<file path="src/rtl/serial_display_pkg.sv">
// Shared constants, types and the ASCII decode helper for the scanned
// 7-segment display path.
package serial_display_pkg;

    // One buffer entry: blank flag plus the hex nibble it would show.
    typedef struct packed {
        logic       blank;
        logic [3:0] nibble;
    } digit_t;

    localparam digit_t DIGIT_BLANK = '{blank: 1'b1, nibble: 4'h0};

    // Active-low {dp,g,f,e,d,c,b,a} codes, dp always off.
    localparam logic [7:0] SEG_0     = 8'hC0;
    localparam logic [7:0] SEG_1     = 8'hF9;
    localparam logic [7:0] SEG_2     = 8'hA4;
    localparam logic [7:0] SEG_3     = 8'hB0;
    localparam logic [7:0] SEG_4     = 8'h99;
    localparam logic [7:0] SEG_5     = 8'h92;
    localparam logic [7:0] SEG_6     = 8'h82;
    localparam logic [7:0] SEG_7     = 8'hF8;
    localparam logic [7:0] SEG_8     = 8'h80;
    localparam logic [7:0] SEG_9     = 8'h90;
    localparam logic [7:0] SEG_A     = 8'h88;
    localparam logic [7:0] SEG_B     = 8'h83;
    localparam logic [7:0] SEG_C     = 8'hC6;
    localparam logic [7:0] SEG_D     = 8'hA1;
    localparam logic [7:0] SEG_E     = 8'h86;
    localparam logic [7:0] SEG_F     = 8'h8E;
    localparam logic [7:0] SEG_BLANK = 8'hFF;

    // ASCII codes and range bounds.
    localparam logic [7:0] ASCII_CR      = 8'h0D;
    localparam logic [7:0] ASCII_0       = 8'h30;
    localparam logic [7:0] ASCII_9       = 8'h39;
    localparam logic [7:0] ASCII_UPPER_A = 8'h41;
    localparam logic [7:0] ASCII_UPPER_F = 8'h46;
    localparam logic [7:0] ASCII_LOWER_A = 8'h61;
    localparam logic [7:0] ASCII_LOWER_F = 8'h66;

    // Returns {valid, nibble}; nibble is zero when the character is not hex.
    function automatic logic [4:0] ascii_to_nibble(input logic [7:0] ascii,
                                                   input logic       lower_ok);
        logic [7:0] offset_s;
        logic [4:0] result_s;
        offset_s = 8'h00;
        result_s = 5'b0_0000;
        if ((ascii >= ASCII_0) && (ascii <= ASCII_9)) begin
            offset_s = ascii - ASCII_0;
            result_s = {1'b1, offset_s[3:0]};
        end else if ((ascii >= ASCII_UPPER_A) && (ascii <= ASCII_UPPER_F)) begin
            offset_s = ascii - ASCII_UPPER_A + 8'd10;
            result_s = {1'b1, offset_s[3:0]};
        end else if (lower_ok && (ascii >= ASCII_LOWER_A) && (ascii <= ASCII_LOWER_F)) begin
            offset_s = ascii - ASCII_LOWER_A + 8'd10;
            result_s = {1'b1, offset_s[3:0]};
        end else begin
            result_s = 5'b0_0000;
        end
        return result_s;
    endfunction

endpackage

</file>
<file path="src/rtl/serial_display_scan_hex_to_seg.sv">
// Combinational {blank, nibble} to active-low 7-segment code.
module hex_to_seg
    import serial_display_pkg::*;
(
    input  logic [4:0] digit,
    output logic [7:0] seg
);

    // Segment lookup; blank entries and anything unexpected show all-off.
    always_comb begin
        seg = SEG_BLANK;
        if (digit[4]) begin
            seg = SEG_BLANK;
        end else begin
            case (digit[3:0])
                4'h0:    seg = SEG_0;
                4'h1:    seg = SEG_1;
                4'h2:    seg = SEG_2;
                4'h3:    seg = SEG_3;
                4'h4:    seg = SEG_4;
                4'h5:    seg = SEG_5;
                4'h6:    seg = SEG_6;
                4'h7:    seg = SEG_7;
                4'h8:    seg = SEG_8;
                4'h9:    seg = SEG_9;
                4'hA:    seg = SEG_A;
                4'hB:    seg = SEG_B;
                4'hC:    seg = SEG_C;
                4'hD:    seg = SEG_D;
                4'hE:    seg = SEG_E;
                4'hF:    seg = SEG_F;
                default: seg = SEG_BLANK;
            endcase
        end
    end

endmodule

</file>
<file path="src/rtl/serial_display_scan.sv">
// Captures ASCII hex characters into a NUM_DIGITS-deep shift buffer and
// time-multiplexes it onto a common-anode 7-segment array.
module serial_display_scan
    import serial_display_pkg::*;
#(
    parameter int NUM_DIGITS  = 4,
    parameter int REFRESH_DIV = 100000,
    parameter int LOWER_OK    = 1
) (
    input  logic                  clk,
    input  logic                  rst_n,
    input  logic [7:0]            ascii_data,
    input  logic                  data_valid,
    output logic [7:0]            seven_segment_data,
    output logic [NUM_DIGITS-1:0] seven_segment_enable,
    output logic                  char_accepted,
    output logic                  char_error
);

    localparam int CNT_W = ($clog2(REFRESH_DIV) < 1) ? 1 : $clog2(REFRESH_DIV);
    localparam int IDX_W = ($clog2(NUM_DIGITS) < 1) ? 1 : $clog2(NUM_DIGITS);
    localparam logic [CNT_W-1:0] CNT_LAST = CNT_W'(REFRESH_DIV - 1);
    localparam logic [IDX_W-1:0] IDX_LAST = IDX_W'(NUM_DIGITS - 1);

    logic                  dv_q_r;
    logic                  capture_s;
    logic [4:0]            decode_s;
    logic                  char_valid_s;
    logic                  is_cr_s;
    digit_t                digit_buf_r [NUM_DIGITS];
    logic [CNT_W-1:0]      refresh_cnt_r;
    logic [IDX_W-1:0]      scan_idx_r;
    logic                  cnt_wrap_s;
    logic [4:0]            scan_digit_s;
    logic [7:0]            scan_seg_s;
    logic [NUM_DIGITS-1:0] enable_s;
    logic [7:0]            seg_data_r;
    logic [NUM_DIGITS-1:0] seg_enable_r;
    logic                  accepted_r;
    logic                  error_r;

    // Remember the previous data_valid level for rising-edge detection.
    always_ff @(posedge clk or negedge rst_n) begin
        if (!rst_n) begin
            dv_q_r <= 1'b0;
        end else begin
            dv_q_r <= data_valid;
        end
    end

    // Classify the incoming character; only meaningful when capture_s is high.
    always_comb begin
        capture_s    = data_valid & ~dv_q_r;
        decode_s     = ascii_to_nibble(ascii_data, (LOWER_OK != 0));
        char_valid_s = decode_s[4];
        is_cr_s      = (ascii_data == ASCII_CR);
    end

    // Shift buffer: valid chars push in at entry 0, CR blanks everything.
    always_ff @(posedge clk or negedge rst_n) begin
        if (!rst_n) begin
            for (int k = 0; k < NUM_DIGITS; k++) begin
                digit_buf_r[k] <= DIGIT_BLANK;
            end
        end else if (capture_s) begin
            if (char_valid_s) begin
                for (int k = NUM_DIGITS - 1; k > 0; k--) begin
                    digit_buf_r[k] <= digit_buf_r[k-1];
                end
                digit_buf_r[0] <= '{blank: 1'b0, nibble: decode_s[3:0]};
            end else if (is_cr_s) begin
                for (int k = 0; k < NUM_DIGITS; k++) begin
                    digit_buf_r[k] <= DIGIT_BLANK;
                end
            end else begin
                for (int k = 0; k < NUM_DIGITS; k++) begin
                    digit_buf_r[k] <= digit_buf_r[k];
                end
            end
        end
    end

    // One-cycle status pulses; CR is neither accepted nor an error.
    always_ff @(posedge clk or negedge rst_n) begin
        if (!rst_n) begin
            accepted_r <= 1'b0;
            error_r    <= 1'b0;
        end else begin
            accepted_r <= capture_s & char_valid_s;
            error_r    <= capture_s & ~char_valid_s & ~is_cr_s;
        end
    end

    // Wrap point of the dwell counter triggers the scan advance.
    always_comb begin
        cnt_wrap_s = (refresh_cnt_r == CNT_LAST);
    end

    // Dwell counter and scan index.
    always_ff @(posedge clk or negedge rst_n) begin
        if (!rst_n) begin
            refresh_cnt_r <= {CNT_W{1'b0}};
            scan_idx_r    <= {IDX_W{1'b0}};
        end else if (cnt_wrap_s) begin
            refresh_cnt_r <= {CNT_W{1'b0}};
            if (scan_idx_r == IDX_LAST) begin
                scan_idx_r <= {IDX_W{1'b0}};
            end else begin
                scan_idx_r <= scan_idx_r + {{(IDX_W-1){1'b0}}, 1'b1};
            end
        end else begin
            refresh_cnt_r <= refresh_cnt_r + {{(CNT_W-1){1'b0}}, 1'b1};
        end
    end

    // Select the currently scanned entry and build the active-low digit strobe.
    always_comb begin
        scan_digit_s = digit_buf_r[scan_idx_r];
        enable_s     = {NUM_DIGITS{1'b1}};
        for (int i = 0; i < NUM_DIGITS; i++) begin
            if (scan_idx_r == IDX_W'(i)) begin
                enable_s[i] = 1'b0;
            end else begin
                enable_s[i] = 1'b1;
            end
        end
    end

    hex_to_seg u_hex_to_seg (
        .digit (scan_digit_s),
        .seg   (scan_seg_s)
    );

    // Data and strobe share one register stage so they switch on the same edge.
    always_ff @(posedge clk or negedge rst_n) begin
        if (!rst_n) begin
            seg_data_r   <= SEG_BLANK;
            seg_enable_r <= {NUM_DIGITS{1'b1}};
        end else begin
            seg_data_r   <= {1'b1, scan_seg_s[6:0]};
            seg_enable_r <= enable_s;
        end
    end

    assign seven_segment_data   = seg_data_r;
    assign seven_segment_enable = seg_enable_r;
    assign char_accepted        = accepted_r;
    assign char_error           = error_r;

endmodule

</file>
<file path="config.mk">
export PLATFORM = sky130hd
export DESIGN_NAME = serial_display_scan
export DESIGN_NICKNAME = d
export VERILOG_FILES = /design/src/rtl/serial_display_pkg.sv /design/src/rtl/serial_display_scan_hex_to_seg.sv /design/src/rtl/serial_display_scan.sv
export SDC_FILE = /design/constraint.sdc
export NUM_CORES = 1
export LEC_CHECK = 0
export CORE_UTILIZATION = 48
export CTS_CLUSTER_SIZE = 20
export DETAILED_ROUTE_END_ITERATION = 7
export DONT_BUFFER_PORTS = 1
export GPL_TIMING_DRIVEN = 0
export HOLD_SLACK_MARGIN = 0.03
export SYNTH_ARGS = -nofsm -noshare
export SYNTH_HDL_FRONTEND = slang
export SYNTH_SLANG_ARGS = --single-unit
</file>
<file path="constraint.sdc">
create_clock -name clk -period 2.3 [get_ports clk]
set_input_delay 0.46 -clock clk [delete_from_list [all_inputs] [get_ports clk]]
set_output_delay 0.46 -clock clk [all_outputs]
set_load 0.03 [all_outputs]
</file>
==> results of run 1 <==
-- power by group through the flow --
stage / combinational [W] / clock, W / sequential [W]
6_report: 0.000343 / 0.000633 / 0.00123
5_1_grt: 0.000382 / 0.000687 / 0.00124
4_1_cts: 0.000342 / 0.000649 / 0.00123
3_5_place_dp: 0.000315 / 0 / 0.00125
3_3_place_gp: 0.000296 / 0 / 0.00124
2_1_floorplan: 0.000258 / 0 / 0.00123
-- worst max path at each step --
stage / cells past startpoint / slack, ps / end / from
detailed placement: 7 / -60 / digit_buf_r[7] / ascii_data[1]
global route: 8 / 10 / seven_segment_data[3] / scan_idx_r[0]
global placement: 7 / 7 / digit_buf_r[7] / ascii_data[1]
CTS: 8 / 130 / seven_segment_data[3] / scan_idx_r[0]
floorplan: 6 / 240 / digit_buf_r[15] / ascii_data[1]
finish: 8 / 160 / seven_segment_data[3] / scan_idx_r[0]
-- placed cells by master, fill, tap and decap left out, drive strengths merged, types with 2 or more instances in the layout --
cell / count
mux4: 5
a22o: 13
a21oi: 6
and3: 3
nor4b: 3
and4b: 2
nor2: 11
nand3: 8
xnor2: 9
o211ai: 2
ha: 14
nand2b: 4
nor3: 4
and4: 3
a22oi: 3
xor2: 5
clkbuf: 9
dfstp: 15
mux2i: 4
dfrtp: 38
mux2: 4
o221ai: 5
inv: 19
o21ai: 4
nand4: 3
or3: 2
nand2: 9
buf: 4
nor2b: 3
a211oi: 2
-- layout make-up --
| class | instances | area [um^2] |
|---|---|---|
| inverter | 18 | 67.6 |
| fill | 447 | 2330 |
| sequential | 53 | 1350 |
| buffer | 7 | 42.5 |
| multi-input combinational | 145 | 1220 |
| timing repair buffer | 2 | 37.5 |
| clock buffer | 5 | 68.8 |
| tap | 70 | 87.6 |
| clock inverter | 3 | 43.8 |
-- state kept, by name (all words and copies together), names as in the netlist --
signal / count
refresh_cnt_r: 17
seven_segment_enable: 4
scan_idx_r: 2
char_error: 1
digit_buf_r: 20
seven_segment_data: 7
char_accepted: 1
dv_q_r: 1
-- stage by stage --
| step | hold WS, ps | TNS (ps) | total power, W | setup slack (ps) | utilization |
|---|---|---|---|---|---|
| floorplan | 164 | 0 | 0.00149 | 241 | - |
| global placement | 166 | 0 | 0.00154 | 7.14 | 0.525 |
| detailed placement | 166 | -467 | 0.00156 | -63.2 | 0.525 |
| CTS | 166 | 0 | 0.00222 | 131 | 0.554 |
| global route | 160 | 0 | 0.00231 | 10.7 | 0.555 |
| finish | 182 | 0 | 0.00221 | 157 | 0.555 |
-- metal layers --
layer,global-route usage,up-vias,wire length [um]
li1,-,821,-
met1,0.235,887,2180
met3,0.0407,9,234
met5,0,-,0
met4,0.0635,0,72
met2,0.279,59,2270
-- critical path, stage by stage (launching register included) --
cell,delay [ps]
dfrtp_1,400
clkbuf_4,240
mux4_2,600
inv_1,150
ha_1,260
inv_1,80
mux2i_1,170
mux2i_1,110
nand2_1,90
-- cells by family after synthesis --
group / share of synthesized area
buf+inv: 0.0404
xor+xnor: 0.0461
flops: 0.505
simple gates: 0.141
other cells: 0.00141
fa+ha+maj: 0.0658
mux: 0.0743
compound gates: 0.126
-- what timing repair did --
| item | 4_1_cts | 5_1_grt |
|---|---|---|
| resized for setup | 1 | 2 |
| pin swaps | 0 | 0 |
| setup buffers | 0 | 0 |
| endpoints found under the hold margin | 53 | 0 |
| endpoints found under the setup margin | 1 | 2 |
| hold buffers | 2 | 0 |
==> run metrics, run 1 <==
status=finished, final reports clean; routed vias=1,776; Yosys cell types=51; CTS tree=done; CTS Sinks=53; most frequent cells after synthesis=38 x dfrtp_1, 18 x inv_1, 15 x dfstp_2, 14 x ha_1, 13 x a22o_1; initial antenna violation count=0; sequential share of power=0.558; critical path required time=2560 ps; GPL Wtd Cong=0.779; drt first pass iters=4; number of global-route vias before repair=1,759; Hold Path Stages=0; Post-DP HPWL=3.34 mm; Final setup viols=0; Pint=0.00156 W; Design Area, Final=2910 um^2; relative slew slack=0.571; critical path type=flip-flop to flip-flop; Clk Latency, worst-skew pair=310 ps; area leader, netlist=dfrtp_1; PD cells=759 nW/um^2; via/cell ratio=5.86; Final min period=2140 ps; top post-synthesis cells by area=dfrtp_1 36%, dfstp_2 15%, ha_1 6.6%, a22o_1 4.3%, mux4_2 4.2%; Routed WL per cell=15.7 um; post-synthesis sequential area ratio=0.505; ANT nets after route=0; die width=76.5 um; Hold WC Path Type=input pin to flip-flop; sw power=0.000644 W; synthesized instance count=223; Initial Util=0.508; H-tree depth=2; synth warn=0; cell total after placement=293; clk root buf=clkbuf_8; syn_nets=248; Tot GR Track Use=0.176; global-route wire length before repair=8.13 mm; Post-synth EDFFs=0; static leakage=1.27 nW; reg2reg setup slack=160 ps; GR Overflow Total=0; I/O pin count=25; CP startpoint kind=flip-flop; synthesis-to-layout area growth=9.31%; layout cell share with drive strength beyond 1=0.172; CP arrival=2400 ps; RSZ-0062 raised after global routing=false; Post-Route WL=4.76 mm; final std cells w/o fill=303; clk_skew=18.8 ps; die area=5850 um^2; Hold EP=dv_q_r; Num CTS Buffers=5; CP endpoint kind=flip-flop; CORE AREA=5240 um^2; ys flop type=dfrtp_1; HP Start=data_valid; reg2reg start=scan_idx_r[0]; Hold Vio Cnt, Final=0; nets@finish=257; Initial DRC Count=112; power share of the clock group=0.287; # DRC=0; Max-Cap Viols=0; Slew Limit Fails=0; Final Cycle Share=0.932; switching share of power=0.292; dpl cell area=2750 um^2; Clock transition at path regs=110 ps; post-synthesis register bit count=53; ys async rst share=1.00; fmax=467 MHz; reg2reg end=seven_segment_data[3]; Reg2Reg Depth=8; Logic pwr share=0.156; maximum vdd drop=0.430 mV; n_diodes=0; port buffer count=0; largest net degree at the start of global routing=54; actual slew at the worst max-slew pin=642 ps; clock buffer depth=2; post-synth top area share=0.357; Die Span Y=76.5 um; Netlist Area Pre-Place=2660 um^2; Syn Area/Cell=11.9 um^2; crit-path max FO=7; count leader, synth=dfrtp_1; FP Rows=26
Power figures use the tool's default switching activity.
==> inputs of run 2 (changes only) <==
CTS_BUF_LIST = sky130_fd_sc_hd__clkbuf_16   (was unset)
==> run 2 against run 1 <==
Critical path depth is the same. Count of clock-buffer cells in the layout is the same. Non-clock buffer count stayed put. Clock power grew 34%. Sequential power hardly changed. Largest cell class unchanged. Critical endpoint unchanged. Sequential share of layout area fell by 0.88 points.
==> run metrics, run 2 (synthesis results as in run 1) <==
layout cell share with drive strength beyond 1=0.172 (unchanged); largest net degree at the start of global routing=54 (unchanged); die area=5850 um^2 (unchanged); crit-path max FO=7 (unchanged); PD cells=817 nW/um^2 (+7.7%); Tot GR Track Use=0.180 (+0.00416); actual slew at the worst max-slew pin=626 ps (-16.1 ps); crit-path cells=clkbuf_4 -> mux4_2 -> inv_1 -> ha_1 -> inv_1 -> mux2i_1 -> mux2i_1 -> nand2_1; clk_skew=7.51 ps (-11.3 ps); clk root buf=clkbuf_16; number of global-route vias before repair=1,766 (+0.40%); GR Overflow Total=0 (unchanged); synthesis-to-layout area growth=11.4%; commonest non-fill, non-tap cell in the layout=dfrtp_1; Routed WL per cell=15.7 um (-0.34%); Hold WC Path Type=input pin to flip-flop; global-route wire length before repair=8.16 mm (+0.33%); CP startpoint kind=flip-flop; Num CTS Buffers=5 (unchanged); clock buffer depth=2 (unchanged); # DRC=0 (unchanged); status=finished, final reports clean; global routing met3 resource utilization=0.0551 (+0.0144); Worst Path Buf+Inv=3 (unchanged); Post-CTS Setup Inserts=0 (unchanged); critical path required time=2540 ps (-20 ps); cell total after placement=293 (unchanged); Clock transition at path regs=70 ps (-40 ps); gr busiest metal=met2; GPL Wtd Cong=0.779 (unchanged); final setup margin=162 ps (+5.08 ps); routed vias=1,757 (-1.1%); Final setup viols=0 (unchanged); max FFs per register=20 (unchanged); CP max stage delay=600 ps (about the same); initial antenna violation count=0 (unchanged); Post-Route WL=4.74 mm (-0.34%); final std cells w/o fill=303 (unchanged); Max-Cap Viols=0 (unchanged); Initial DRC Count=111 (-0.89%); Final min period=2140 ps (-5.08 ps); Final Cycle Share=0.929 (-0.00221); most frequent cells in the layout=38 x dfrtp_1, 18 x inv_1, 15 x dfstp_2; CP arrival=2370 ps (-30 ps); via/cell ratio=5.80 (-1.1%); Die Span Y=76.5 um (unchanged); Hold Vio Cnt, Final=0 (unchanged); ANT nets after route=0 (unchanged); RSZ-0062 raised after global routing=false; CP endpoint kind=flip-flop; Initial Util=0.508 (unchanged); FP Rows=26 (unchanged); Biggest register=digit_buf_r; critical path type=flip-flop to flip-flop; port buffer count=0 (unchanged); Post-DP HPWL=3.34 mm (unchanged); nets@finish=257 (unchanged); CTS Sinks=53 (unchanged); I/O pin count=25 (unchanged); static leakage=1.29 nW (+2.0%); die width=76.5 um (unchanged); maximum vdd drop=0.431 mV (+0.12%); Clk Latency, worst-skew pair=290 ps (-20 ps); CORE AREA=5240 um^2 (unchanged); fmax=468 MHz (+0.24%); Slew Limit Fails=0 (unchanged); global routing usage on met2=0.280 (+0.000901); Worst path top cell family by delay=multiplexers; CTS tree=done; Crit-path slowest cell=mux4_2; n_diodes=0 (unchanged); relative slew slack=0.582 (+0.0108); H-tree depth=2 (unchanged); Setup WS pre-CTS=-63.2 ps (unchanged); drt first pass iters=4 (unchanged); routing usage on met1=0.235 (unchanged); Hold WS=195 ps (+12.9 ps)
-- run 2: layer usage --
layer | routed length [um] | vias up
met5 | 0 | -
met4 | 84 | 0
met3 | 258 | 8
met2 | 2200 | 56
met1 | 2200 | 864
li1 | - | 829
-- run 2: layout make-up --
cell class	instances	area [um^2]
well taps	70	87.6
repair buffers	2	37.5
fillers	438	2270
flip-flops and latches	53	1350
plain buffers	7	42.5
clock inverters	3	43.8
inverters	18	67.6
multi-input cells	145	1220
clock buffers	5	125
-- run 2: worst paths after layout --
kind	endpoint	slack [ps]	from	cells past startpoint
worst max-delay path	seven_segment_data[3]	160	scan_idx_r[0]	8
worst min-delay path	dv_q_r	200	data_valid	0
worst max register to register	seven_segment_data[3]	160	scan_idx_r[0]	8
worst min register to register	refresh_cnt_r[0]	480	refresh_cnt_r[0]	1
max in group asynchronous	seven_segment_enable[0]	1340	rst_n	2
min in group asynchronous	digit_buf_r[3]	690	rst_n	2
-- run 2: power breakdown --
part / leakage [nW] / switching (W) / internal (W)
logic: 0.548 / 0.000189 / 0.000154
clock network: 0.0842 / 0.000332 / 0.000515
registers: 0.662 / 0.000150 / 0.00108
-- run 2: through the flow --
step,utilization,setup TNS (ps),total power (W),area [um^2]
after floorplan,-,0,0.00149,2660
after global placement,0.525,0,0.00154,2750
after detailed placement,0.525,-467,0.00156,2750
after CTS,0.565,0,0.00244,2960
after global routing,0.566,0,0.00254,2970
final,0.566,0,0.00242,2970
-- run 2: repair_timing --
item                                   4_1_cts  5_1_grt
endpoints found under the hold margin       53        0
hold buffers                                 2        0
gates resized for setup                      1        2
setup endpoints to repair                    1        2
==> inputs of run 3 (changes only) <==
SKIP_CTS_REPAIR_TIMING = 1   (was unset)
==> run 3 against run 2 <==
Register-to-register slack is essentially flat. Sequential share of layout area is the same. Final area did not move. Sequential power about the same. Clock power about the same. Fmax is 0.59% higher. Die area is the same. Critical endpoint unchanged. Largest cell class unchanged. Largest power group unchanged.
==> run metrics, run 3 (synthesis results as in run 1) <==
status=finished, final reports clean; final std cells w/o fill=303 (unchanged); ANT nets after route=0 (unchanged); CORE AREA=5240 um^2 (unchanged); HP Start=data_valid; die area=5850 um^2 (unchanged); CTS Sinks=53 (unchanged); Post-Route WL=4.75 mm (+0.25%); Routed WL per cell=15.7 um (+0.25%); routed vias=1,744 (-0.74%); # DRC=0 (unchanged); Hold EP=dv_q_r; sequential share of power=0.509 (about the same); Pint=0.00175 W (about the same); reg2reg start=scan_idx_r[0]; n_diodes=0 (unchanged); Clk Latency, worst-skew pair=290 ps (about the same); Max-Cap Viols=0 (unchanged); crit-path max FO=7 (unchanged); Final Cycle Share=0.924 (-0.00544); drt first pass iters=4 (unchanged); Final min period=2130 ps (-12.5 ps); switching share of power=0.276 (-0.000562); dpl cell area=2750 um^2 (unchanged); via/cell ratio=5.76 (-0.74%); CTS tree=done; Num CTS Buffers=5 (unchanged); die width=76.5 um (unchanged); largest net degree at the start of global routing=54 (unchanged); CP startpoint kind=flip-flop; Logic pwr share=0.142 (about the same); actual slew at the worst max-slew pin=662 ps (+36.1 ps); Biggest register=digit_buf_r; PD cells=817 nW/um^2 (about the same); fmax=471 MHz (+0.59%); critical path required time=2540 ps (about the same); Reg2Reg Depth=8 (unchanged); Clock transition at path regs=70 ps (about the same); FP Rows=26 (unchanged); critical path type=flip-flop to flip-flop; CP arrival=2360 ps (about the same); relative slew slack=0.558 (-0.0241); reg2reg setup slack=170 ps (about the same); power share of the clock group=0.349 (about the same); Hold Vio Cnt, Final=0 (unchanged); Tot GR Track Use=0.179 (-0.00104); RSZ-0062 raised after global routing=false; Hold Path Stages=0 (unchanged); I/O pin count=25 (unchanged); Die Span Y=76.5 um (unchanged); Final setup viols=0 (unchanged); Hold WC Path Type=input pin to flip-flop; clk_skew=7.95 ps (+0.442 ps); layout cell share with drive strength beyond 1=0.172 (unchanged); global-route wire length before repair=8.10 mm (-0.67%); commonest non-fill, non-tap cell in the layout=dfrtp_1; GPL Wtd Cong=0.779 (unchanged); reg2reg end=seven_segment_data[3]; Initial DRC Count=110 (-0.90%); sw power=0.000669 W (-0.28%); most frequent cells in the layout=38 x dfrtp_1, 18 x inv_1, 15 x dfstp_2; static leakage=1.29 nW (unchanged); Post-DP HPWL=3.34 mm (unchanged); port buffer count=0 (unchanged); clk root buf=clkbuf_16; H-tree depth=2 (unchanged); GR Overflow Total=0 (unchanged); max FFs per register=20 (unchanged); cell total after placement=293 (unchanged); nets@finish=257 (unchanged); Initial Util=0.508 (unchanged); initial antenna violation count=0 (unchanged); number of global-route vias before repair=1,758 (-0.45%); Design Area, Final=2970 um^2 (unchanged); clock buffer depth=2 (unchanged); maximum vdd drop=0.431 mV (about the same); synthesis-to-layout area growth=11.4% (unchanged); Slew Limit Fails=0 (unchanged); CP endpoint kind=flip-flop
[run 3: final cells by class]
cell class	count	area, um^2
Tap cell	70	87.6
Clock inverter	3	43.8
Buffer	7	42.5
Clock buffer	5	125
Multi-Input combinational cell	145	1220
Timing Repair Buffer	2	37.5
Inverter	18	67.6
Sequential cell	53	1350
Fill cell	432	2270
[run 3: critical path: stages (launching register included)]
cell      delay, ps
dfrtp_1         390
clkbuf_4        230
mux4_2          600
inv_1           150
ha_1            260
inv_1            80
mux2i_1         160
mux2i_1         100
nand2_1          90
[run 3: per-stage QoR]
step           power, W  TNS (ps)  hold WS [ps]  setup WS [ps]  utilization
5_1_grt         0.00254         0           178           22.9        0.566
6_report        0.00242         0           196            175        0.566
3_3_place_gp    0.00154         0           166           7.14        0.525
2_1_floorplan   0.00149         0           164            241            -
4_1_cts         0.00242     -35.0          -151          -35.0        0.557
3_5_place_dp    0.00156      -467           166          -63.2        0.525
[run 3: metal layers]
metal,share of wire,vias up,track usage
met5,0,-,0
met4,0.013,0,0.0692
met3,0.049,6,0.0551
met2,0.47,45,0.275
met1,0.46,866,0.236
li1,-,827,-
[run 3: how the worst max path moves through the flow]
stage | start | endpoint | depth (start not counted)
floorplan | ascii_data[1] | digit_buf_r[15] | 6
global placement | ascii_data[1] | digit_buf_r[7] | 7
detailed placement | ascii_data[1] | digit_buf_r[7] | 7
CTS | refresh_cnt_r[0] | scan_idx_r[1] | 6
global route | scan_idx_r[0] | seven_segment_data[3] | 8
finish | scan_idx_r[0] | seven_segment_data[3] | 8
[run 3: power groups by stage]
stage	Combinational [W]	Sequential, W	Clock (W)
final	0.000343	0.00123	0.000846
after detailed placement	0.000315	0.00125	0
after floorplan	0.000258	0.00123	0
after global routing	0.000384	0.00124	0.000913
after CTS	0.000317	0.00123	0.000869
after global placement	0.000296	0.00124	0
